$ cat config.mk
export PLATFORM = sky130hd
export DESIGN_NAME = control_sequencer
export DESIGN_NICKNAME = d
export VERILOG_FILES = /design/src/rtl/control_sequencer.sv
export SDC_FILE = /design/constraint.sdc
export NUM_CORES = 1
export LEC_CHECK = 0
export CORE_AREA = 2 2 43 55
export DETAILED_ROUTE_END_ITERATION = 8
export DIE_AREA = 0 0 45 57
export DONT_BUFFER_PORTS = 1
export GPL_TIMING_DRIVEN = 0
export PLACE_DENSITY = 0.49
export SYNTH_ARGS = -nofsm -noshare
export SYNTH_HDL_FRONTEND = slang
export SYNTH_SLANG_ARGS = --single-unit
$ cat constraint.sdc
create_clock -name clk -period 3.3 [get_ports clk]
set_clock_uncertainty 0.1 [all_clocks]
set_input_delay 0.66 -clock clk [delete_from_list [all_inputs] [get_ports clk]]
set_output_delay 0.66 -clock clk [all_outputs]
set_load 0.1 [all_outputs]
$ cat src/rtl/control_sequencer.sv
// Hardwired Moore control unit for the Mini SRC subset: fetch T0-T2, execute T3-T7, HALT.
// Optional MEM_WAIT_EN adds mem_ready; T1, ld-T6 and st-T6 then hold until it is sampled high.
module control_sequencer #(
    parameter int         OPW    = 5,
    parameter logic [4:0] ADD_OP = 5'b00011
) (
    input  logic        clk,
    input  logic        clr,
`ifdef MEM_WAIT_EN
    input  logic        mem_ready,
`endif
    input  logic [31:0] IR_Data,
    output logic        PC_in,
    output logic        IR_in,
    output logic        Y_in,
    output logic        Z_in,
    output logic        MAR_in,
    output logic        MDR_in,
    output logic        IncPC,
    output logic        PC_out,
    output logic        Zlow_out,
    output logic        MDR_out,
    output logic        C_out,
    output logic        Read,
    output logic        Write,
    output logic        Gra,
    output logic        Grb,
    output logic        Grc,
    output logic        Rin,
    output logic        Rout,
    output logic        BAout,
    output logic [4:0]  alu_instruction_bits,
    output logic        Run
);
    typedef enum logic [3:0] {
        S_RESET, S_T0, S_T1, S_T2, S_T3, S_T4, S_T5, S_T6, S_T7, S_HALT
    } state_t;

    state_t           state_q, state_d;
    logic [OPW-1:0]   opcode_q;
    logic             mem_ok;
    logic             unused_ir;

`ifdef MEM_WAIT_EN
    assign mem_ok = mem_ready;
`else
    assign mem_ok = 1'b1;
`endif
    assign unused_ir = ^IR_Data[31-OPW:0];

    logic is_ld, is_ldi, is_st, is_mem, is_r, is_imm, is_halt;
    logic [4:0] imm_alu;
    assign is_ld   = (opcode_q == 5'b00000);
    assign is_ldi  = (opcode_q == 5'b00001);
    assign is_st   = (opcode_q == 5'b00010);
    assign is_mem  = is_ld | is_ldi | is_st;
    assign is_r    = (opcode_q >= 5'b00011) && (opcode_q <= 5'b01011);
    assign is_imm  = (opcode_q >= 5'b01100) && (opcode_q <= 5'b01110);
    assign is_halt = (opcode_q == 5'b11011);

    always_comb begin
        case (opcode_q)
            5'b01101: imm_alu = 5'b01010;
            5'b01110: imm_alu = 5'b01011;
            default:  imm_alu = 5'b00011;
        endcase
    end

    always_ff @(posedge clk or posedge clr) begin
        if (clr) begin
            state_q  <= S_RESET;
            opcode_q <= '0;
        end else begin
            state_q <= state_d;
            // Opcode captured on the T2->T3 edge, stable for the whole execute phase
            if (state_q == S_T2) opcode_q <= IR_Data[31 -: OPW];
        end
    end

    always_comb begin
        state_d  = state_q;
        PC_in    = 1'b0; IR_in   = 1'b0; Y_in   = 1'b0; Z_in  = 1'b0;
        MAR_in   = 1'b0; MDR_in  = 1'b0; IncPC  = 1'b0; PC_out = 1'b0;
        Zlow_out = 1'b0; MDR_out = 1'b0; C_out  = 1'b0; Read  = 1'b0;
        Write    = 1'b0; Gra     = 1'b0; Grb    = 1'b0; Grc   = 1'b0;
        Rin      = 1'b0; Rout    = 1'b0; BAout  = 1'b0;
        alu_instruction_bits = 5'b0;
        Run      = 1'b1;
        case (state_q)
            S_RESET: state_d = S_T0;
            S_T0: begin
                PC_out = 1'b1; MAR_in = 1'b1; IncPC = 1'b1; Z_in = 1'b1;
                state_d = S_T1;
            end
            S_T1: begin
                Zlow_out = 1'b1; PC_in = 1'b1; Read = 1'b1; MDR_in = 1'b1;
                if (mem_ok) state_d = S_T2;
            end
            S_T2: begin
                MDR_out = 1'b1; IR_in = 1'b1;
                state_d = S_T3;
            end
            S_T3: begin
                if (is_mem) begin
                    Grb = 1'b1; BAout = 1'b1; Y_in = 1'b1; state_d = S_T4;
                end else if (is_r || is_imm) begin
                    Grb = 1'b1; Rout = 1'b1; Y_in = 1'b1; state_d = S_T4;
                end else if (is_halt) begin
                    state_d = S_HALT;
                end else begin
                    state_d = S_T0;
                end
            end
            S_T4: begin
                Z_in = 1'b1;
                state_d = S_T5;
                if (is_mem) begin
                    C_out = 1'b1; alu_instruction_bits = ADD_OP;
                end else if (is_r) begin
                    Grc = 1'b1; Rout = 1'b1; alu_instruction_bits = opcode_q;
                end else begin
                    C_out = 1'b1; alu_instruction_bits = imm_alu;
                end
            end
            S_T5: begin
                Zlow_out = 1'b1;
                if (is_ld || is_st) begin
                    MAR_in = 1'b1; state_d = S_T6;
                end else begin
                    Gra = 1'b1; Rin = 1'b1; state_d = S_T0;
                end
            end
            S_T6: begin
                if (is_st) begin
                    Gra = 1'b1; Rout = 1'b1; MDR_in = 1'b1; Write = 1'b1;
                    if (mem_ok) state_d = S_T0;
                end else begin
                    Read = 1'b1; MDR_in = 1'b1;
                    if (mem_ok) state_d = S_T7;
                end
            end
            S_T7: begin
                MDR_out = 1'b1; Gra = 1'b1; Rin = 1'b1;
                state_d = S_T0;
            end
            S_HALT: Run = 1'b0;
            default: state_d = S_RESET;
        endcase
    end
endmodule

==> results of run 1 <==
-- placed cells by master (no fill, tap or decap), drive strengths merged, types with 2 or more instances in the layout --
| cell type | instances |
|---|---|
| a21oi | 5 |
| a31oi | 2 |
| a32oi | 2 |
| and4b | 2 |
| buf | 8 |
| clkbuf | 11 |
| clkinvlp | 2 |
| dfrtp | 9 |
| inv | 6 |
| mux2 | 5 |
| nand2 | 4 |
| nand2b | 2 |
| nand3 | 2 |
| nor2 | 10 |
| nor2b | 3 |
| nor3 | 7 |
| nor3b | 2 |
| o21a | 2 |
| o21ai | 5 |
-- flip-flops by register name (all words and copies together) (netlist names) --
| register | cells |
|---|---|
| state_q | 4 |
| opcode_q | 5 |
-- cell usage after synthesis, types with 2 or more instances --
master    instances
and4b_1           2
nand2_1           4
a21oi_1           5
o21a_1            2
nand2b_1          2
a32oi_1           2
nor2b_1           3
nand3_1           2
dfrtp_1           9
mux2_2            5
o21ai_0           5
buf_4             3
nor2_1           10
inv_1             8
nor3b_1           2
nor3_1            6
clkbuf_1          8
a31oi_1           2
-- area by class of cell --
class | count | area (sq um)
flip-flops and latches | 9 | 225
well taps | 21 | 26.3
fillers | 224 | 1090
clock inverters | 1 | 5.00
inverters | 8 | 37.5
repair buffers | 4 | 62.6
multi-input cells | 71 | 558
plain buffers | 12 | 63.8
clock buffers | 3 | 22.5
-- through the flow --
step                      setup slack, ns  hold WS (ns)  instances
after floorplan                     0.138         0.388        100
after global placement             -0.147         0.424        121
after detailed placement         -0.00114         0.429        125
after CTS                         0.00331         0.142        129
after global routing               -0.101         0.143        129
final                              0.0709         0.141        129
-- worst max path at each step --
| stage | cells past startpoint | to | slack (ns) |
|---|---|---|---|
| global placement | 4 | MAR_in | -0.15 |
| CTS | 4 | Write | 0.003 |
| global route | 4 | Gra | -0.10 |
| finish | 4 | Gra | 0.07 |
| floorplan | 4 | MAR_in | 0.14 |
| detailed placement | 4 | Y_in | -0.001 |
-- cells by family after synthesis --
group                  count (synthesis)  share of synthesized area
AND/OR/NAND/NOR                       39                      0.290
buffers and inverters                 20                      0.110
multiplexers                           5                     0.0717
XOR/XNOR                               2                     0.0223
flip-flops                             9                      0.287
AO/OA/AOI/OAI                         24                      0.215
other                                  1                    0.00477
-- layer usage --
layer / part of all wire / up-vias / track usage
met5: 0 / - / 0
met4: 0 / 0 / 0.0378
met3: 0.067 / 0 / 0.0506
met2: 0.52 / 23 / 0.276
met1: 0.41 / 350 / 0.219
li1: - / 373 / -
-- worst max-delay path: stages (launching register included) --
cell and delay [ns]:
dfrtp_1 0.42, clkbuf_1 0.23, nor3b_1 0.54, a31oi_1 0.15, o21ai_2 0.87
==> flow_summary.toml, run 1 <==
[run_status]
status = "finished, final reports clean"

[job]
cap_violations = 0

[critical_path]
rrSetupSlack_ns = 1.40
worstSetupStartpointType = "flip-flop"
startpoint = "state_q[1]$_DFFE_PP0P_"
critical_path_class = "flip-flop to output port"
crit_fanout = 10
worstPathArrival_ns = 2.47
r2r_end = "state_q[3]$_DFFE_PP0P_"
critPathCaptureType = "output port"
worst_r2r_startpoint = "opcode_q[4]$_DFFE_PP0P_"
worst_r2r_path_depth = 4
critPathRequiredTime_ns = 2.54

[min_path]
min_path_type = "primary input to asynchronous set/reset pin"

[cts]
cts_tree = "done"
path_clk_slew_ns = 0.06
insertion_delay_ns = 0.26
cts-root-buf = "clkbuf_4"
cts_buffers = 3
postCtsResizedCells = 4
cts_buffer_depth = 2
holdBufCountCts = 0
clock_sinks = 9
h-tree-depth = 1
postCtsSetupBuffers = 0

[route]
vias = 746
ant_nets = 0
dr.first_iter.drc_count = 16
routedWlPerCell_microns = 14.9
dr.pass1.iters = 4
vias_per_cell = 5.78
routed_wirelength_mm = 1.92
post-route-drc-count = 0

[floorplan]
core_sq_um = 2090
die_area_sq_um = 2570
io_pins = 59
core.rowCount = 19
die_h_microns = 57
die_w_microns = 45
start_util = 0.376

[finish]
areaGrowthSynthToFinish_pct = 27.4
drive_above_1_share = 0.296
utilization = 0.478
nNetsFinal = 143
diodes = 0
final_area_sq_um = 1000

[logic_synthesis]
yosysTopAreaCellShare = 0.287
synth_cells = 100
ys_ff_latch = 9
netlist_top_cells_area = "dfrtp_1 29%, mux2_2 7.2%, nor2_1 4.8%"
synth_top_flop_cell = "dfrtp_1"
synth.largest_area_cell = "dfrtp_1"
yosysSeqAreaShare = 0.287
synthArstFlopShare = 1.00
ys_warn_count = 0
syn-cell-area_sq_um = 786
synth_cell_types = 38
synth_edf_count = 0
syn_avg_cell_area_sq_um = 7.86
syn_nets = 134

[global_route]
grt_max_degree = 11
antenna_found_initial = 0
grt_pass1_vias = 670
grt_pass1_wl_mm = 3.30
grt_usage = 0.170
overflow = 0

[sta]
fmax_mhz = 310
hold_violations = 0
setup_viol = 0
rsz0062_at_grt = "true"
maxSlewViolCount = 0
worst_pin_slew_ns = 1.17
slew_headroom = 0.218
setup_tns_ns = 0
fin_crit_ns = 3.23
timing.final.crit_share = 0.979

[place]
port_buffers = 0
dpl.hpwl_mm = 1.52
placed_area_sq_um = 937
gp_congestion = 0.719
Power of run 1 is left out: the tool's default activity adds up to more than one toggle a clock period on the data nets, which glitch-free logic cannot reach.
==> inputs of run 2 (changes only) <==
- CORE_AREA: 2 2 43 55 -> 2 2 52 66
- DIE_AREA: 0 0 45 57 -> 0 0 54 68
- PLACE_DENSITY: 0.49 -> 0.35
==> flow_summary.toml, run 2 (same netlist as run 1, synthesis figures left out) <==
[run_status]
status = "finished, final reports clean"

[critical_path]
critPathCaptureType = "output port"
worstPathArrival_ns = 2.43
startpoint = "state_q[0]$_DFFE_PP0P_"
cp_top_family = "buffers and inverters"
cp.depth = 4
cp_num_buf_inv = 2
critPathRequiredTime_ns = 2.54
slowest_delay_ns = 0.63
cp_slowest_cell = "or4b_1"
critical_path_class = "flip-flop to output port"
worst_r2r_path_depth = 4
worst_r2r_startpoint = "opcode_q[4]$_DFFE_PP0P_"
worstSetupStartpointType = "flip-flop"
crit_fanout = 7
cp_cell_sequence = "or4b_1, a311o_1, clkinvlp_4, buf_6"

[global_route]
grt_pass1_vias = 711
antenna_found_initial = 0
grt_max_degree = 11
grt_pass1_wl_mm = 3.40
overflow = 0
grt_usage = 0.127

[finish]
drive_above_1_share = 0.269
areaGrowthSynthToFinish_pct = 31.4
final_cell_mix = "9 x clkbuf_1, 9 x dfrtp_1, 6 x inv_1"
diodes = 0
reg.largest.list = "opcode_q x5, state_q x4"
largest_register_ffs = 5
nNetsFinal = 143
largest-register = "opcode_q"
stdcell_count = 145

[sta]
hold_violations = 0
maxSlewViolCount = 0
setup_tns_ns = 0
fmax_mhz = 314
fin_crit_ns = 3.19
worst_pin_slew_ns = 1.19
setup_viol = 0
rsz0062_at_grt = "false"
whs_ns = 0.178
timing.final.crit_share = 0.966
slew_headroom = 0.208

[place]
placedCellCount = 141
gp_congestion = 0.759
dpl.hpwl_mm = 1.66
port_buffers = 0

[route]
vias_per_cell = 5.19
post-route-drc-count = 0
vias = 752
dr.first_iter.drc_count = 22
routedWlPerCell_microns = 14.4
routed_wirelength_mm = 2.09
ant_nets = 0
dr.pass1.iters = 4

[job]
cap_violations = 0

[cts]
holdBufCountCts = 0
path_clk_slew_ns = 0.04
cts_buffer_depth = 2
cts_tree = "done"
clock_sinks = 9
cts-root-buf = "clkbuf_8"
h-tree-depth = 1
cts_buffers = 3
insertion_delay_ns = 0.23

[floorplan]
core.rowCount = 23
core_sq_um = 3110
die_h_microns = 68
die_area_sq_um = 3670
die_w_microns = 54
io_pins = 59
start_util = 0.253

[min_path]
min_path_type = "primary input to asynchronous set/reset pin"
[run 2: cell types whose count changed in the layout (fill, tap and decap cells not counted), sizes merged]
cell,before,now
clkinv,1,0
clkbuf,11,12
[run 2: worst paths after layout]
kind / endpoint / slack [ns]
worst min register to register: state_q[1]$_DFFE_PP0P_ / 0.65
worst min-delay path: opcode_q[4]$_DFFE_PP0P_ / 0.18
worst max register to register: state_q[3]$_DFFE_PP0P_ / 1.42
min in group clk: opcode_q[4]$_DFFE_PP0P_ / 0.48
max in group asynchronous: state_q[0]$_DFFE_PP0P_ / 2.67
worst max-delay path: Y_in / 0.11
[run 2: timing repair]
item / in CTS / in global routing
setup buffers: 0 / 0
gates resized for setup: 2 / 4
endpoints found under the setup margin: 2 / 4
[run 2: cell type report]
class                   instances  area (sq um)
fillers                       343          2080
multi-input cells              71           556
flip-flops and latches          9           225
repair buffers                  4          62.6
plain buffers                  12          60.1
well taps                      37          46.3
clock buffers                   4          45.0
inverters                       8          37.5
[run 2: per-stage QoR]
| step | utilization | area, sq um | worst slack, ns |
|---|---|---|---|
| global placement | 0.273 | 847 | -0.185 |
| detailed placement | 0.308 | 957 | -0.00113 |
| global route | 0.332 | 1030 | 0.0000238 |
| CTS | 0.326 | 1010 | 0.00506 |
| finish | 0.332 | 1030 | 0.113 |
| floorplan | - | 801 | 0.138 |
[run 2: routing by layer]
layer	vias up	global-route usage	part of all wire
li1	366	-	-
met1	359	0.148	0.41
met2	25	0.223	0.51
met3	2	0.0371	0.063
met4	0	0.0375	0.0091
met5	-	0	0
Power of run 2 is left out for the same reason.
==> RTL change, RTL diff (config.mk and constraints of run 1) <==
Re-encode `state_t` (10 states) as Gray code, 4 bits wide.
--- a/src/rtl/control_sequencer.sv
+++ b/src/rtl/control_sequencer.sv
@@ -34,5 +34,5 @@
 );
     typedef enum logic [3:0] {
-        S_RESET, S_T0, S_T1, S_T2, S_T3, S_T4, S_T5, S_T6, S_T7, S_HALT
+        S_RESET = 4'b0000, S_T0 = 4'b0001, S_T1 = 4'b0011, S_T2 = 4'b0010, S_T3 = 4'b0110, S_T4 = 4'b0111, S_T5 = 4'b0101, S_T6 = 4'b0100, S_T7 = 4'b1100, S_HALT = 4'b1101
     } state_t;
 
Behaviour: no difference found for any inputs over 10 cycles, from zero or initial values; not proved beyond that.
==> RTL change against run 1 <==
Routed wire length up 14%. Register-to-register slack worse by 580 ps. Synthesized cell count grew 17%. Area after synthesis rose by 7.0%. Worst hold slack lost 0.85 ps. Count of clock-buffer cells in the layout rose by 1. Fmax is essentially flat. Sequential cell count unchanged. Final area up 6.0%. Worst setup slack got worse by 1.1 ps. Critical path type unchanged.
Power is left out: the tool's default activity adds up to more than one toggle a clock period on the data nets, which glitch-free logic cannot reach.
==> RTL change: results (changes against run 1) <==
| Metric | Value |
|---|---|
| Via count | `814 (+9.1%)` |
| Seq/total area | `0.2123 (-0.01274)` |
| Dpl ws | `-162.0 ps (-160.9 ps)` |
| H-tree levels | `1 (unchanged)` |
| Postcts setup bufs | `0 (unchanged)` |
| Multi-input logic area | `659.4 sq um (+18%)` |
| Global Route met3 Usage | `0.06646 (+0.01582)` |
| Global-route wire length before repair | `3.546 mm (+7.5%)` |
| Clock buffers | `4 (+1)` |
| Layout net count | `158 (+10%)` |
| Met3 wire length | `119 um (-7.0%)` |
| WL met1 | `861 um (+8.4%)` |
| Distinct cell type count after synthesis | `37 (-2.6%)` |
| Period utilization | `0.9789 (about the same)` |
| Non-clock buffering overhead | `0.09906 (-0.02719)` |
| Tot GR Track Use | `0.1848 (+0.01518)` |
| Top FF cell, synth | `dfrtp_1` |
| Fin Hold WS | `140.1 ps (-0.8500 ps)` |
| WL met2 | `1.188 mm (+19%)` |
| Ratio of cells with drive above 1 in the final layout | `0.2846 (-0.01174)` |
| Syn nets | `151 (+13%)` |
| First DRT Iteration DRCs | `9 (-7)` |
| Seq/Total Area, Yosys | `0.2679 (-0.01877)` |
| Hold Crit Class | `in2async` |
| Clock-pin slew on the worst setup and hold paths | `60 ps (about the same)` |
| Post_cts resized | `5 (+1)` |
| ClkCell Share | `0.02476 (-0.002736)` |
| FF-to-FF setup slack | `820 ps (-580 ps)` |
| Top Metal Used | `met4` |
| Number of signal-net buffers in the layout | `16 (unchanged)` |
| Drt pass-1 iters | `4 (unchanged)` |
| Async set-reset flop share out of synthesis | `1.000 (unchanged)` |
| Routed wire per std cell | `15.16 um (+1.7%)` |
| Final Slew Violations | `0 (unchanged)` |
| Vias in the first global route | `736 (+9.9%)` |
| Ranking of synthesized cells by area | `dfrtp_1 (27%), nor2_1 (8.0%), a21oi_1 (6.5%)` |
| Met2 Track Usage GR | `0.3061 (+0.03061)` |
| Worst slew margin | `0.09223 (-0.1255)` |
| Clock Sinks | `9 (unchanged)` |
| Routed WL | `2.183 mm (+14%)` |
| # fillers | `239 (+6.7%)` |
| Placed Area | `985.9 sq um (+5.2%)` |
| CTS Buf Count | `3 (unchanged)` |
| Largest net degree at the start of global routing | `11 (unchanged)` |
| Root Driver | `clkbuf_4` |
| Die area | `0.002565 sq mm (unchanged)` |
| Syn_area_per_cell | `7.186 sq um (-8.5%)` |
| Critical Path AT | `2470 ps (about the same)` |
| Multi-input gate count | `89 (+25%)` |
| Leading registers by flop count | `opcode_q x5, state_q x4` |
| CP max-delay cell | `a21oi_2` |
| Inst Count DP | `140 (+12%)` |
| Number of non-clock inverters | `5 (-3)` |
| Dpl hpwl | `1.661 mm (+9.2%)` |
| Met1 global-route usage | `0.2331 (+0.01375)` |
| Final Util | `0.5072 (+0.02871)` |
| RePlAce Congestion | `0.7787 (+8.3%)` |
| Outcome | `finished, final reports clean` |
| Top post-synthesis cells by count | `nor2_1 (18), a21oi_1 (11), nand2_1 (10), dfrtp_1 (9)` |
-- RTL change: cell types whose count changed after synthesis, moves of 5 or more --
cell      delta
nand2b_1     +5
nand2_1      +6
nor2_1       +8
a21oi_1      +6
mux2_2       -5
o21ai_1      +6
-- RTL change: worst paths after layout --
| kind | from | to | cells after the start |
|---|---|---|---|
| min in group clk | IR_Data[28] | opcode_q[1] | 2 |
| hold / removal | clr | state_q[1] | 1 |
| max in group asynchronous | clr | opcode_q[0] | 1 |
| hold reg to reg | state_q[3] | state_q[1] | 3 |
| setup / recovery | opcode_q[4] | Gra | 5 |
| setup reg to reg | state_q[2] | opcode_q[2] | 4 |
-- RTL change: cell families after synthesis --
group | after synthesis | synth area share
AO/OA/AOI/OAI | 31 | 0.2292
XOR/XNOR | 3 | 0.03126
buffers and inverters | 19 | 0.1101
flip-flops | 9 | 0.2679
multiplexers | 2 | 0.03572
other | 1 | 0.004460
AND/OR/NAND/NOR | 52 | 0.3215
